$ cat config.mk
export PLATFORM = sky130hd
export DESIGN_NAME = llif_tdm_scheduler
export DESIGN_NICKNAME = d
export VERILOG_FILES = /design/src/rtl/llif_pkg.sv /design/src/rtl/llif_update_unit.sv /design/src/rtl/llif_tdm_scheduler.sv
export SDC_FILE = /design/constraint.sdc
export NUM_CORES = 1
export LEC_CHECK = 0
export CAP_MARGIN = 40
export CORE_MARGIN = 3
export CORE_UTILIZATION = 55
export DETAILED_ROUTE_END_ITERATION = 12
export PLACE_DENSITY = 0.7
export SLEW_MARGIN = 20
export SYNTH_ARGS = -nofsm -noshare
export SYNTH_HDL_FRONTEND = slang
export SYNTH_SLANG_ARGS = --single-unit
$ cat constraint.sdc
create_clock -name i_clk -period 11.7 [get_ports i_clk]
set_input_delay 1.17 -clock i_clk [delete_from_list [all_inputs] [get_ports i_clk]]
set_output_delay 1.17 -clock i_clk [all_outputs]
set_load 0.02 [all_outputs]
$ cat src/rtl/llif_pkg.sv
// Shared types, default neuron constants and the saturating-add helper
// for the time-shared LLIF scheduler.
package llif_pkg;

  typedef enum logic [1:0] {
    IDLE,
    SCAN,
    DONE
  } state_t;

  localparam int unsigned LLIF_THRESHOLD = 200;
  localparam int unsigned LLIF_LEAK      = 1;
  localparam int unsigned LLIF_REFRAC    = 2;

  // Unsigned add clamped to max; callers narrow the result to their width.
  function automatic logic [31:0] sat_add(input logic [31:0] a,
                                          input logic [31:0] b,
                                          input logic [31:0] max);
    logic [32:0] s;
    s = {1'b0, a} + {1'b0, b};
    return (s > {1'b0, max}) ? max : s[31:0];
  endfunction

endpackage

$ cat src/rtl/llif_update_unit.sv
// Combinational single-neuron update: leak, integrate, threshold, fire,
// refractory. One instance is time-shared across all virtual neurons.
module llif_update_unit
  import llif_pkg::*;
#(
  parameter int unsigned W_POT     = 10,
  parameter int unsigned REF_W     = 2,
  parameter int unsigned THRESHOLD = LLIF_THRESHOLD,
  parameter int unsigned LEAK      = LLIF_LEAK,
  parameter int unsigned REFRAC    = LLIF_REFRAC
) (
  input  logic [W_POT-1:0] v,
  input  logic [W_POT-1:0] acc,
  input  logic [REF_W-1:0] rcnt,
  output logic [W_POT-1:0] v_next,
  output logic [REF_W-1:0] rcnt_next,
  output logic             fire
);

  localparam int unsigned VMAX = (2 ** W_POT) - 1;

  logic [W_POT-1:0] t;
  logic [W_POT-1:0] lv;

  always_comb begin
    fire      = 1'b0;
    v_next    = '0;
    rcnt_next = rcnt;
    t         = '0;
    lv        = '0;
    if (rcnt != '0) begin
      // refractory: potential held at zero, pending input discarded
      rcnt_next = rcnt - 1'b1;
    end else begin
      t  = W_POT'(sat_add(32'(v), 32'(acc), VMAX));
      lv = (32'(t) > LEAK) ? W_POT'(32'(t) - LEAK) : '0;
      if (32'(lv) >= THRESHOLD) begin
        fire      = 1'b1;
        rcnt_next = REF_W'(REFRAC);
      end else begin
        v_next = lv;
      end
    end
  end

endmodule

$ cat src/rtl/llif_tdm_scheduler.sv
// Time-division LLIF scheduler: accumulates input events while idle, then
// sweeps every virtual neuron through one shared update unit per tick.
module llif_tdm_scheduler
  import llif_pkg::*;
#(
  parameter int unsigned N_NEURON  = 4,
  parameter int unsigned IDX_W     = $clog2(N_NEURON),
  parameter int unsigned W_IN      = 8,
  parameter int unsigned W_POT     = 10,
  parameter int unsigned THRESHOLD = LLIF_THRESHOLD,
  parameter int unsigned LEAK      = LLIF_LEAK,
  parameter int unsigned REFRAC    = LLIF_REFRAC
) (
  input  logic             i_clk,
  input  logic             i_rst,
  input  logic             i_tick,
  input  logic             i_in_valid,
  output logic             o_in_ready,
  input  logic [IDX_W-1:0] i_in_idx,
  input  logic [W_IN-1:0]  i_in_weight,
  output logic             o_busy,
  output logic             o_spike_valid,
  output logic [IDX_W-1:0] o_spike_idx,
  output logic             o_done,
  output logic             o_tick_overrun
);

  localparam int unsigned REF_W = $clog2(REFRAC + 2);
  localparam int unsigned VMAX  = (2 ** W_POT) - 1;

  state_t           state_q, state_d;
  logic [IDX_W-1:0] k_q, k_d;

  logic [W_POT-1:0] v_mem   [N_NEURON];
  logic [W_POT-1:0] acc_mem [N_NEURON];
  logic [REF_W-1:0] ref_mem [N_NEURON];

  logic             scan;
  logic             last;
  logic             idx_ok;
  logic             acc_we;
  logic [W_POT-1:0] acc_sum;
  logic [W_POT-1:0] upd_v;
  logic [REF_W-1:0] upd_ref;
  logic             upd_fire;

  always_ff @(posedge i_clk or posedge i_rst) begin
    if (i_rst) begin
      state_q <= IDLE;
      k_q     <= '0;
    end else begin
      state_q <= state_d;
      k_q     <= k_d;
    end
  end

  always_comb begin
    state_d    = state_q;
    k_d        = k_q;
    o_in_ready = 1'b0;
    o_busy     = 1'b0;
    case (state_q)
      IDLE: begin
        o_in_ready = 1'b1;
        if (i_tick) begin
          state_d = SCAN;
          k_d     = '0;
        end
      end
      SCAN: begin
        o_busy = 1'b1;
        k_d    = k_q + 1'b1;
        if (last) state_d = DONE;
      end
      DONE:    state_d = IDLE;
      default: state_d = IDLE;
    endcase
  end

  assign scan    = (state_q == SCAN);
  assign last    = (k_q == IDX_W'(N_NEURON - 1));
  assign idx_ok  = (32'(i_in_idx) < N_NEURON);
  assign acc_we  = i_in_valid && o_in_ready && idx_ok;
  assign acc_sum = W_POT'(sat_add(32'(acc_mem[i_in_idx]), 32'(i_in_weight), VMAX));

  llif_update_unit #(
    .W_POT    (W_POT),
    .REF_W    (REF_W),
    .THRESHOLD(THRESHOLD),
    .LEAK     (LEAK),
    .REFRAC   (REFRAC)
  ) u_update (
    .v        (v_mem[k_q]),
    .acc      (acc_mem[k_q]),
    .rcnt     (ref_mem[k_q]),
    .v_next   (upd_v),
    .rcnt_next(upd_ref),
    .fire     (upd_fire)
  );

  // Event writes happen only in IDLE and sweep writes only in SCAN,
  // so the two accumulator write ports never collide.
  always_ff @(posedge i_clk or posedge i_rst) begin
    if (i_rst) begin
      for (int unsigned i = 0; i < N_NEURON; i++) begin
        v_mem[i]   <= '0;
        acc_mem[i] <= '0;
        ref_mem[i] <= '0;
      end
      o_spike_valid  <= 1'b0;
      o_spike_idx    <= '0;
      o_done         <= 1'b0;
      o_tick_overrun <= 1'b0;
    end else begin
      if (acc_we) acc_mem[i_in_idx] <= acc_sum;
      if (scan) begin
        v_mem[k_q]   <= upd_v;
        ref_mem[k_q] <= upd_ref;
        acc_mem[k_q] <= '0;
      end
      o_spike_valid  <= scan && upd_fire;
      o_spike_idx    <= (scan && upd_fire) ? k_q : '0;
      o_done         <= scan && last;
      o_tick_overrun <= i_tick && (state_q != IDLE);
    end
  end

endmodule

==> impl_metrics.csv, run 1 <==
group,metric,value,unit
status,outcome,"finished, final reports clean",
final_layout,drive_above_1_share,0.140,
sta,hold_viol,0,
synth,syn-num-nets,619,
detailed_routing,routedWlPerCell,19.6,µm
critical_path,startpoint_type,"register",
place,place_hpwl,10000,µm
sta,fin_hold_ws,479,ps
synth,synth_area,0.00590,mm²
critical_path,crit_arrival,5710,ps
synth,async_flop_share,1.00,
sta,period_share,0.465,
sta,relSlewSlack,0.485,
floorplanning,die_h,110,µm
cts,clockRootBuffer,"clkbuf_8",
critical_path,path_max_fanout,39,
critical_path,r2r_end,"v_mem[14]",
cts,clkTransAtPathRegs,90,ps
critical_path,worstSetupEndpointType,"register",
synth,ys.flop_type,"dfrtp_1",
run,maxCapViolations,0,
sta,setup_viol,0,
place,routabilityCongestion,0.930,
synth,postSynthCellCount,579,
cts,ctsHoldBuffers,0,
detailed_routing,num_vias,4584,
final_layout,regArea,0.00243,mm²
final_layout,mostFrequentLayoutCells,"97 x dfrtp_1, 67 x nor2_1, 65 x nand2_1, 37 x a211oi_1, 32 x mux4_2",
final_layout,multi_input_area,0.00326,mm²
cts,clock-sinks,97,
grt,grt_pass1_vias,4472,
grt,antenna_found_initial,0,
grt,grt_pass1_wl,23600,µm
cts,cts_resized,0,
cts,clk-insertion-delay-late,380,ps
critical_path,required,11970,ps
sta,skew,11.3,ps
final_layout,final_common_cell,"dfrtp_1",
floorplanning,initial_core_util,0.569,
sta,worst_pin_slew,773,ps
hold_path,hp-class,"reg -> reg",
detailed_routing,detail-route-antenna-nets,0,
floorplanning,die-area,0.0120,mm²
grt,grt_overflow_total,0,
grt,grt_max_degree,61,
detailed_routing,drc,0,
hold_path,min_from,"state_q[1]",
detailed_routing,initialDrtViolationCount,379,
grt,grt.total_usage,0.257,
critical_path,crit_type,"reg -> reg",
floorplanning,rows,37,
detailed_routing,routed_wl,14300,µm
synth,synth.distinct_cells,59,
sta,min_period,5440,ps
critical_path,r2r-start,"k_q[0]",
final_layout,final_cells,730,
sta,fmax,184,MHz
synth,ys_seq_area_frac,0.412,
final_layout,fill_cells,846,
sta,grt_setup_unrepaired,"false",
final_layout,fin_nets,629,
detailed_routing,drtPass1Iterations,5,
critical_path,regToRegSetupSlack,6260,ps
floorplanning,core,0.0104,mm²
hold_path,hold_depth,1,
detailed_routing,vias_per_cell,6.28,
critical_path,r2r_cells,14,
final_layout,syn2layout_area_growth,9.55,%
sta,finalMaxSlewViolations,0,
place,dp_cells,714,
synth,ys_ff_latch,97,
cts,cts_buffers,9,
cts,cts_tree,"yes",
sta,tns,0,ps
floorplanning,pin_count,21,
cts,cts_post_setup_buffers_inserted,0,
cts,ctsHtreeMaxLevel,3,
synth,synth_edf_count,0,
synth,syn_avg_cell_area,10.2,µm²
final_layout,diodes,0,
place,portBuffers,20,
hold_path,hold_end,"state_q[0]",
cts,clockBufferDepth,2,
floorplanning,chipWidth,110,µm
synth,yosys_warnings,0,
[state kept, by name, indices dropped and copies added, names as in the netlist]
| name | cells |
|---|---|
| o_spike_idx | 2 |
| state_q | 2 |
| v_mem | 40 |
| o_tick_overrun | 1 |
| o_spike_valid | 1 |
| ref_mem | 8 |
| acc_mem | 40 |
| k_q | 2 |
| o_done | 1 |
[critical path, stage by stage (launching register included)]
cell      delay (ps)
dfrtp_1          710
buf_4            450
mux4_2           590
ha_1             410
a21o_1           210
o21bai_1         190
a221oi_1         410
nand2_1          190
nor2_1           340
ha_1             460
a31oi_1          110
nand3b_1         290
a311o_1          370
buf_4            260
o31ai_1          300
[cell families after synthesis]
| group | after synthesis | share of synthesized area |
|---|---|---|
| AOI/OAI and AO/OA | 148 | 0.183 |
| xor gates and xnor gates | 14 | 0.0221 |
| adders and majority gates | 26 | 0.0577 |
| buffers and inverters | 54 | 0.0386 |
| DFF | 97 | 0.412 |
| muxes | 36 | 0.130 |
| and+or+nand+nor | 204 | 0.157 |
[worst max path at each step]
stage / startpoint / end / slack [ps] / cells past startpoint
4_1_cts: k_q[0] / v_mem[14] / 6260 / 14
6_report: k_q[0] / v_mem[14] / 6260 / 14
5_1_grt: k_q[0] / v_mem[32] / 5810 / 14
3_3_place_gp: k_q[0] / ref_mem[5] / 6400 / 14
3_5_place_dp: k_q[0] / v_mem[14] / 6340 / 14
2_1_floorplan: k_q[0] / v_mem[5] / 6630 / 18
[cells in the mapped netlist (13+ instances only)]
| library cell | instances | area share |
|---|---|---|
| o31ai_1 | 14 | 0.018 |
| o21ai_0 | 17 | 0.014 |
| a21oi_1 | 17 | 0.014 |
| inv_1 | 19 | 0.012 |
| nand3_1 | 23 | 0.020 |
| dfrtp_1 | 97 | 0.41 |
| ha_1 | 24 | 0.051 |
| clkbuf_1 | 25 | 0.016 |
| nand2_1 | 65 | 0.041 |
| nor2_1 | 67 | 0.043 |
| a211oi_1 | 38 | 0.048 |
| mux4_2 | 32 | 0.12 |
| o21ai_1 | 13 | 0.011 |
[metal layers]
layer	track usage	part of all wire	wire (µm)
met5	0	0	0
met4	0.0917	0.019	272
met3	0.0288	0.053	759
met2	0.406	0.48	6830
met1	0.371	0.45	6420
[cell type report]
| class | count | share of cell area |
|---|---|---|
| multi-input combinational | 428 | 0.504 |
| clock buffer | 9 | 0.0192 |
| tap | 136 | 0.0263 |
| sequential | 97 | 0.376 |
| timing repair buffer | 34 | 0.0513 |
| inverter | 19 | 0.0114 |
| clock inverter | 7 | 0.0118 |
[stage by stage]
| stage | worst slack (ps) | instance area (µm²) | utilization |
|---|---|---|---|
| 2_1_floorplan | 6630 | 5900 | - |
| 3_3_place_gp | 6400 | 6200 | 0.598 |
| 3_5_place_dp | 6340 | 6260 | 0.604 |
| 4_1_cts | 6260 | 6460 | 0.623 |
| 5_1_grt | 5810 | 6460 | 0.623 |
| 6_report | 6260 | 6460 | 0.623 |
Power of run 1 is not shown: default switching activity piles up to over one toggle a cycle in this logic, so the estimate is an artifact.
==> run 2: changes to the inputs <==
PLACE_DENSITY = 0.73   (was 0.7)
clock period = 4.76 ns   (was 11.7 ns; I/O delays follow)
==> run 2 against run 1 <==
Clock skew hardly changed. Critical path type unchanged. Sequential share of layout area is 0.84 points lower. Highest routed layer unchanged. Maximum frequency is 19% higher. Via count is 1.3% higher. Critical path depth is 1 lower. Global-route usage is 0.80 points higher. Die area stayed put. Count of clock-buffer cells in the layout is 1 higher. Design area is 2.3% higher. Non-clock buffer count is 8 higher. Register-to-register slack worse by 6100 ps.
==> impl_metrics.csv, run 2 (synthesized netlist as in run 1, its figures left out) <==
group,metric,value,unit
status,outcome,"finished, final reports clean",
cts,cts_buffers,9,
place,routabilityCongestion,0.973,
critical_path,required,5020,ps
grt,grt_max_degree,69,
cts,ctsHoldBuffers,0,
floorplanning,die-area,0.0120,mm²
final_layout,final_common_cell,"dfrtp_1",
final_layout,regArea,0.00243,mm²
detailed_routing,routed_wl,14400,µm
sta,grt_setup_unrepaired,"false",
floorplanning,initial_core_util,0.569,
detailed_routing,drtPass1Iterations,5,
detailed_routing,vias_per_cell,6.29,
sta,tns,0,ps
grt,grt.total_usage,0.265,
final_layout,top_regs,"acc_mem (40), v_mem (40), ref_mem (8)",
final_layout,fill_cells,860,
critical_path,crit_type,"reg -> reg",
place,portBuffers,20,
grt,grt_pass1_vias,4779,
run,maxCapViolations,0,
critical_path,regToRegSetupSlack,200,ps
final_layout,mostFrequentLayoutCells,"97 x dfrtp_1, 67 x nor2_1, 65 x nand2_1, 37 x a211oi_1, 32 x mux4_2",
floorplanning,chipWidth,110,µm
sta,hold_viol,0,
place,placed_cell_area,0.00630,mm²
detailed_routing,num_vias,4643,
cts,clockRootBuffer,"clkbuf_8",
critical_path,crit_arrival,4820,ps
sta,finalMaxSlewViolations,0,
hold_path,hp-class,"in -> async",
critical_path,r2r-start,"k_q[0]",
sta,min_period,4560,ps
sta,skew,10.9,ps
final_layout,syn2layout_area_growth,12.0,%
detailed_routing,initialDrtViolationCount,383,
cts,ctsHtreeMaxLevel,3,
floorplanning,pin_count,21,
floorplanning,rows,37,
grt,grt_pass1_wl,24500,µm
final_layout,multi_input_area,0.00329,mm²
cts,clk-insertion-delay-late,360,ps
place,place_hpwl,10500,µm
critical_path,startpoint_type,"register",
detailed_routing,routedWlPerCell,19.5,µm
final_layout,fin_area,0.00661,mm²
detailed_routing,detail-route-antenna-nets,0,
final_layout,fin_nets,637,
critical_path,crit_start,"k_q[0]",
sta,setup_viol,0,
sta,relSlewSlack,0.494,
sta,fmax,219,MHz
cts,clock-sinks,97,
floorplanning,die_h,110,µm
final_layout,diodes,0,
cts,clkTransAtPathRegs,90,ps
sta,setup_ws,200,ps
critical_path,path_max_fanout,39,
sta,period_share,0.958,
grt,grt_overflow_total,0,
cts,clockBufferDepth,2,
floorplanning,core,0.0104,mm²
final_layout,drive_above_1_share,0.161,
grt,antenna_found_initial,0,
place,preCtsSetupSlack,148,ps
sta,worst_pin_slew,757,ps
critical_path,worstSetupEndpointType,"register",
detailed_routing,drc,0,
cts,cts_tree,"yes",
-- run 2: cell types whose count changed in the layout (fill, tap and decap cells not counted), moves of 2 or more --
cell	previous run	this run
buf_4	9	14
clkinvlp_4	2	0
buf_6	3	5
o31ai_2	8	11
o31ai_1	14	11
-- run 2: what timing repair did --
| action | in CTS | in global routing |
|---|---|---|
| resized for setup | 0 | 9 |
| buffers inserted | 0 | 2 |
| setup endpoints to repair | 0 | 35 |
-- run 2: metal layers --
metal  vias to the layer above  wire length [µm]  GRT usage
li1                       2163                 -          -
met1                      2287              6330      0.378
met2                       166              6850      0.418
met3                        27               893     0.0440
met4                         0               307     0.0846
met5                         -                 0          0
-- run 2: worst max-delay path: stages (launching register included) --
cell and delay, ps:
dfrtp_1 380, buf_4 230, mux4_2 560, ha_1 260
fa_1 470, a211o_1 340, a41o_1 300, xnor2_2 220
o2111ai_2 180, or4_1 540, and3_1 190, a311o_1 280
buf_6 220, o31ai_2 260
-- run 2: layout make-up --
class,count,share of cell area
clock inverters,6,0.0133
repair buffers,42,0.0642
well taps,136,0.0257
multi-input cells,428,0.498
clock buffers,10,0.0208
inverters,19,0.0112
flip-flops and latches,97,0.367
-- run 2: final timing paths --
check / cells past startpoint / to
worst max register to register: 13 / v_mem[21]
worst min-delay path: 2 / o_done
max in group asynchronous: 3 / acc_mem[6]
worst max-delay path: 13 / v_mem[21]
min in group i_clk: 1 / state_q[0]
worst min register to register: 1 / state_q[0]
-- run 2: per-stage QoR --
stage | cells | hold WS [ps] | utilization
after floorplan | 579 | 443 | -
after global placement | 715 | 454 | 0.603
after detailed placement | 719 | 469 | 0.608
after CTS | 735 | 493 | 0.630
after global routing | 738 | 353 | 0.637
final | 738 | 343 | 0.637
Power of run 2 is left out for the same reason.
==> run 3: changes to the inputs <==
CAP_MARGIN = not set   (was 40)
==> run 3 against run 2 <==
Sequential share of layout area up 0.63 points. Via count up 0.17%. Cell count fell by 0.81%. Design area decreased by 1.7%. Die area is the same. Hold slack gained 130 ps. Clock skew is 0.51 ps lower.
==> impl_metrics.csv, run 3 (synthesized netlist as in run 1, its figures left out) <==
group,metric,value,unit
status,outcome,"finished, final reports clean",
place,portBuffers,20,
cts,ctsHtreeMaxLevel,3,
sta,relSlewSlack,0.237,
final_layout,regArea,0.00243,mm²
detailed_routing,num_vias,4651,
detailed_routing,routedWlPerCell,20.1,µm
sta,finalMaxSlewViolations,0,
final_layout,syn2layout_area_growth,10.2,%
critical_path,r2r-start,"k_q[1]",
final_layout,fin_nets,631,
critical_path,worstSetupEndpointType,"register",
sta,worst_pin_slew,1140,ps
final_layout,diodes,0,
sta,period_share,0.964,
final_layout,top_regs,"acc_mem (40), v_mem (40), ref_mem (8)",
critical_path,cpLargestDelayFamily,"compound AO/OA/AOI/OAI gates",
run,maxCapViolations,0,
place,place_hpwl,10200,µm
detailed_routing,routed_wl,14700,µm
grt,grt_max_degree,69,
critical_path,r2r_end,"v_mem[21]",
critical_path,critPathBufInv,2,
grt,grtUsageMet1,0.365,
sta,min_period,4590,ps
cts,ctsHoldBuffers,0,
grt,grt_pass1_wl,23900,µm
critical_path,cpMaxStageDelayCell,"dfrtp_1",
final_layout,multi_input_area,0.00329,mm²
final_layout,drive_above_1_share,0.149,
critical_path,worstSetupEndpoint,"v_mem[21]",
sta,fmax,218,MHz
cts,clockRootBuffer,"clkbuf_8",
detailed_routing,initialDrtViolationCount,333,
sta,setup_ws,173,ps
critical_path,crit_type,"reg -> reg",
detailed_routing,vias_per_cell,6.35,
sta,skew,10.4,ps
floorplanning,initial_core_util,0.569,
sta,tns,0,ps
critical_path,startpoint_type,"register",
floorplanning,rows,37,
sta,hold_viol,0,
grt,busiest_layer,"met2",
place,routabilityCongestion,0.973,
floorplanning,die-area,0.0120,mm²
grt,antenna_found_initial,0,
cts,clk-insertion-delay-late,380,ps
grt,met2_usage,0.412,
critical_path,path_max_fanout,39,
final_layout,fill_cells,861,
critical_path,crit_arrival,4860,ps
critical_path,crit_start,"k_q[1]",
floorplanning,pin_count,21,
grt,grt_overflow_total,0,
cts,clkTransAtPathRegs,100,ps
detailed_routing,drtPass1Iterations,5,
critical_path,crit_path_max_incr_delay,560,ps
detailed_routing,detail-route-antenna-nets,0,
grt,grt_pass1_vias,4680,
place,preCtsSetupSlack,173,ps
final_layout,final_common_cell,"dfrtp_1",
cts,clockBufferDepth,2,
floorplanning,die_h,110,µm
critical_path,critical_path.cell_chain,"buf_12, mux4_2, ha_1, fa_1, a211o_1, a41o_1, xnor2_2, o2111ai_2, or4_1, and3_1, a311o_1, buf_6, o31ai_1",
grt,grt_use_met3,0.0411,
critical_path,r2r_cells,13,
floorplanning,core,0.0104,mm²
critical_path,required,5040,ps
critical_path,regToRegSetupSlack,170,ps
cts,cts_buffers,9,
cts,cts_tree,"yes",
hold_path,hp-class,"reg -> reg",
grt,grt.total_usage,0.261,
cts,clock-sinks,97,
final_layout,mostFrequentLayoutCells,"97 x dfrtp_1, 67 x nor2_1, 65 x nand2_1, 37 x a211oi_1, 32 x mux4_2",
critical_path,crit_cells,13,
floorplanning,chipWidth,110,µm
detailed_routing,drc,0,
sta,setup_viol,0,
## run 3: cell types whose count changed in the layout (fill, tap and decap cells not counted), moves of 2 or more
cell,change
buf_6,-2
buf_4,-2
inv_6,-2
clkinvlp_4,+3
## run 3: timing repair
item	in CTS	in global routing
endpoints found under the hold margin	0	0
setup endpoints to repair	0	39
setup buffers	0	1
gates resized for setup	0	9
## run 3: through the flow
stage / utilization / cells / hold WS, ps / cell area [µm²]
final: 0.627 / 732 / 471 / 6500
after global routing: 0.627 / 732 / 507 / 6500
after CTS: 0.622 / 731 / 486 / 6450
after detailed placement: 0.603 / 715 / 471 / 6250
after global placement: 0.603 / 715 / 454 / 6250
after floorplan: - / 579 / 443 / 5900
## run 3: how the worst min path moves through the flow
stage | startpoint | endpoint | slack (ps) | cells past startpoint
after floorplan | v_mem[14] | v_mem[14] | 440 | 2
after global placement | v_mem[15] | v_mem[15] | 450 | 2
after detailed placement | v_mem[22] | v_mem[22] | 470 | 2
after CTS | state_q[1] | state_q[0] | 490 | 1
after global routing | state_q[1] | state_q[0] | 510 | 1
final | state_q[1] | state_q[0] | 470 | 1
## run 3: cell type report
type / count / share of cell area
flip-flops and latches: 97 / 0.374
multi-input cells: 428 / 0.506
well taps: 136 / 0.0262
repair buffers: 36 / 0.0530
inverters: 19 / 0.0114
clock buffers: 9 / 0.0191
clock inverters: 7 / 0.0110
## run 3: metal layers
layer  wire, µm  vias to the layer above
met3        943                       20
met4        238                        0
met1       6510                     2315
li1           -                     2152
met2       7000                      164
met5          0                        -
Power of run 3 is left out for the same reason.
==> patch: new RTL, settings of run 2 <==
Re-encode `state_t` (3 states) as one-hot, 3 bits wide.
--- a/src/rtl/llif_pkg.sv
+++ b/src/rtl/llif_pkg.sv
@@ -4,6 +4,6 @@
 
-  typedef enum logic [1:0] {
-    IDLE,
-    SCAN,
-    DONE
+  typedef enum logic [2:0] {
+    IDLE = 3'b001,
+    SCAN = 3'b010,
+    DONE = 3'b100
   } state_t;
Function: same outputs for any inputs over 4 cycles, from zero or initial values and one cycle with i_rst high; so few cycles prove little.
==> patch against run 2 <==
Global-route usage shrank 0.11 points; maximum frequency is 2.8% lower; sequential cell count grew 1; non-clock buffer count up 12; routed wire length up 3.4%; via count fell by 0.95%; synthesized area decreased by 1.5%; setup slack worse by 0.13 ns; final area increased by 2.5%; critical path depth increased by 5; core utilization is 4.0 points higher.
==> patch: results (changes against run 2) <==
| Metric | Value |
|---|---|
| Wire length on met1 | `6360 um (+0.38%)` |
| Number of nets produced by synthesis | `581 (-6.1%)` |
| Worst Tran Pin Value | `1.01 ns (+0.253 ns)` |
| Internal reg-to-reg setup slack | `0.07 ns (-0.13 ns)` |
| Post-synthesis share of cell area spent on xor and xnor gates | `1.94% (-0.27 points)` |
| Number of antenna diodes | `0 (unchanged)` |
| Routed wirelength normalized by instance count | `20.9 um (+7.0%)` |
| Reg-to-Reg End | `v_mem[24]` |
| Mux contribution to synthesized area | `13.1% (+0.12 points)` |
| Number of violations reported at the end of detailed-routing iteration 0 | `321 (-16%)` |
| Hold Path Class | `reg -> reg` |
| Post-Place Setup Slack | `-0.164 ns (-0.312 ns)` |
| Worst-path fanout max | `8 (-79%)` |
| Arrival time worst endpoint | `4.98 ns (+0.16 ns)` |
| Detailed placement HPWL | `10,100 um (-3.4%)` |
| Pin count of the biggest net entering global routing | `52 (-25%)` |
| Register-to-Register Path Depth | `18 (+5)` |
| Number of antenna violations at the first check in global routing | `0 (unchanged)` |
| Synth cell count leaders | `sky130_fd_sc_hd__dfrtp_1, sky130_fd_sc_hd__nand2_1, sky130_fd_sc_hd__a21oi_1, sky130_fd_sc_hd__o21ai_0, sky130_fd_sc_hd__nor2_1` |
| Total length of routed met2 wires | `7000 um (+2.2%)` |
| Vias in the first global route | `4,532 (-5.2%)` |
| Synth Area in Compound Gates | `18.4% (+0.073 points)` |
| Switching power total | `roughly 2500 uW` |
| Met3 wire len | `1130 um (+27%)` |
| Synth cell types | `64 (+8.5%)` |
| Clock transition at path regs | `0.11 ns (+0.02 ns)` |
| Final estimated routing congestion in global placement | `0.948 (-2.7%)` |
| Final std cells w/o fill | `713 (-3.4%)` |
| Number of fill cells in the layout | `765 (-11%)` |
| Area share of fa/ha/maj cells after synthesis | `5.86% (+0.091 points)` |
| Cells taking the most area after synthesis | `sky130_fd_sc_hd__dfrtp_1, sky130_fd_sc_hd__mux4_2, sky130_fd_sc_hd__ha_1` |
| Number of instances in the synthesized netlist | `541 (-6.6%)` |
| Result of the run | `finished, final reports clean` |
| Share of layout cells above drive strength 1 | `24.3% (+8.2 points)` |
| Synth warnings | `0 (unchanged)` |
| Placed Instances | `688 (-4.3%)` |
| Part of the cycle the worst path needs | `98.6% (+2.8 points)` |
| Highest routed layer | `met4` |
| Seq/Total Area, Yosys | `42.3% (+1.1 points)` |
| Source-to-sink clock delay at the later pin of the worst-skew pair | `0.39 ns (+0.03 ns)` |
| Crit path to | `v_mem[24]` |
| Total track usage | `26.4% (-0.11 points)` |
| Dpl cell area | `6240 um^2 (-1.1%)` |
| Clock skew after layout | `0.0146 ns (+0.00373 ns)` |
-- patch: cell types whose count changed after synthesis, moves of 5 or more --
| cell | before | now |
|---|---|---|
| sky130_fd_sc_hd__nand3_1 | 23 | 8 |
| sky130_fd_sc_hd__o31ai_2 | 8 | 3 |
| sky130_fd_sc_hd__a21oi_1 | 17 | 47 |
| sky130_fd_sc_hd__a211oi_1 | 38 | 9 |
| sky130_fd_sc_hd__clkbuf_8 | 0 | 5 |
| sky130_fd_sc_hd__o31ai_1 | 14 | 29 |
| sky130_fd_sc_hd__o21ai_0 | 17 | 43 |
| sky130_fd_sc_hd__nand2_1 | 65 | 51 |
| sky130_fd_sc_hd__o21ai_1 | 13 | 0 |
| sky130_fd_sc_hd__nor2_1 | 67 | 34 |
| sky130_fd_sc_hd__clkbuf_1 | 25 | 18 |
-- patch: worst max-delay path, stage by stage, from the launching register on --
cell and delay [ns]:
sky130_fd_sc_hd__dfrtp_2 0.50, sky130_fd_sc_hd__mux4_2 0.58, sky130_fd_sc_hd__ha_4 0.19, sky130_fd_sc_hd__fa_2 0.38, sky130_fd_sc_hd__a21oi_2 0.16, sky130_fd_sc_hd__o22ai_2 0.11, sky130_fd_sc_hd__o21ai_2 0.22, sky130_fd_sc_hd__o21ai_4 0.08
sky130_fd_sc_hd__or2_4 0.27, sky130_fd_sc_hd__inv_2 0.07, sky130_fd_sc_hd__ha_4 0.14, sky130_fd_sc_hd__inv_1 0.06, sky130_fd_sc_hd__or3_4 0.38, sky130_fd_sc_hd__xnor2_4 0.16, sky130_fd_sc_hd__nor4_4 0.23, sky130_fd_sc_hd__o32ai_2 0.12
sky130_fd_sc_hd__or3b_4 0.49, sky130_fd_sc_hd__clkbuf_16 0.20, sky130_fd_sc_hd__o31ai_1 0.24
-- patch: cell type report --
cell class | instances | area, um^2 | area share [%]
multi-input cells | 389 | 3280 | 48.4
flip-flops and latches | 98 | 2450 | 36.3
repair buffers | 54 | 526 | 7.76
well taps | 133 | 166 | 2.46
clock inverters | 7 | 135 | 2.00
clock buffers | 9 | 124 | 1.83
inverters | 23 | 88.8 | 1.31
-- patch: what timing repair did --
action / in CTS / in global routing
setup buffers: 0 / 6
hold endpoints to repair: 0 / 0
pin swaps: 2 / 11
gates resized for setup: 4 / 29
gates cloned: 0 / 3
setup endpoints to repair: 36 / 36
-- patch: metrics by stage --
step                      hold slack, ns  power, uW
final                              0.487       5400
after global routing               0.499       5760
after CTS                          0.486       4900
after detailed placement           0.464       4190
after global placement             0.455       4110
after floorplan                    0.441       3510
-- patch: routing by layer --
| layer | global-route usage, % | up-vias |
|---|---|---|
| li1 | - | 2069 |
| met1 | 36.8 | 2311 |
| met2 | 40.6 | 189 |
| met3 | 7.16 | 30 |
| met4 | 8.48 | 0 |
| met5 | 0 | - |
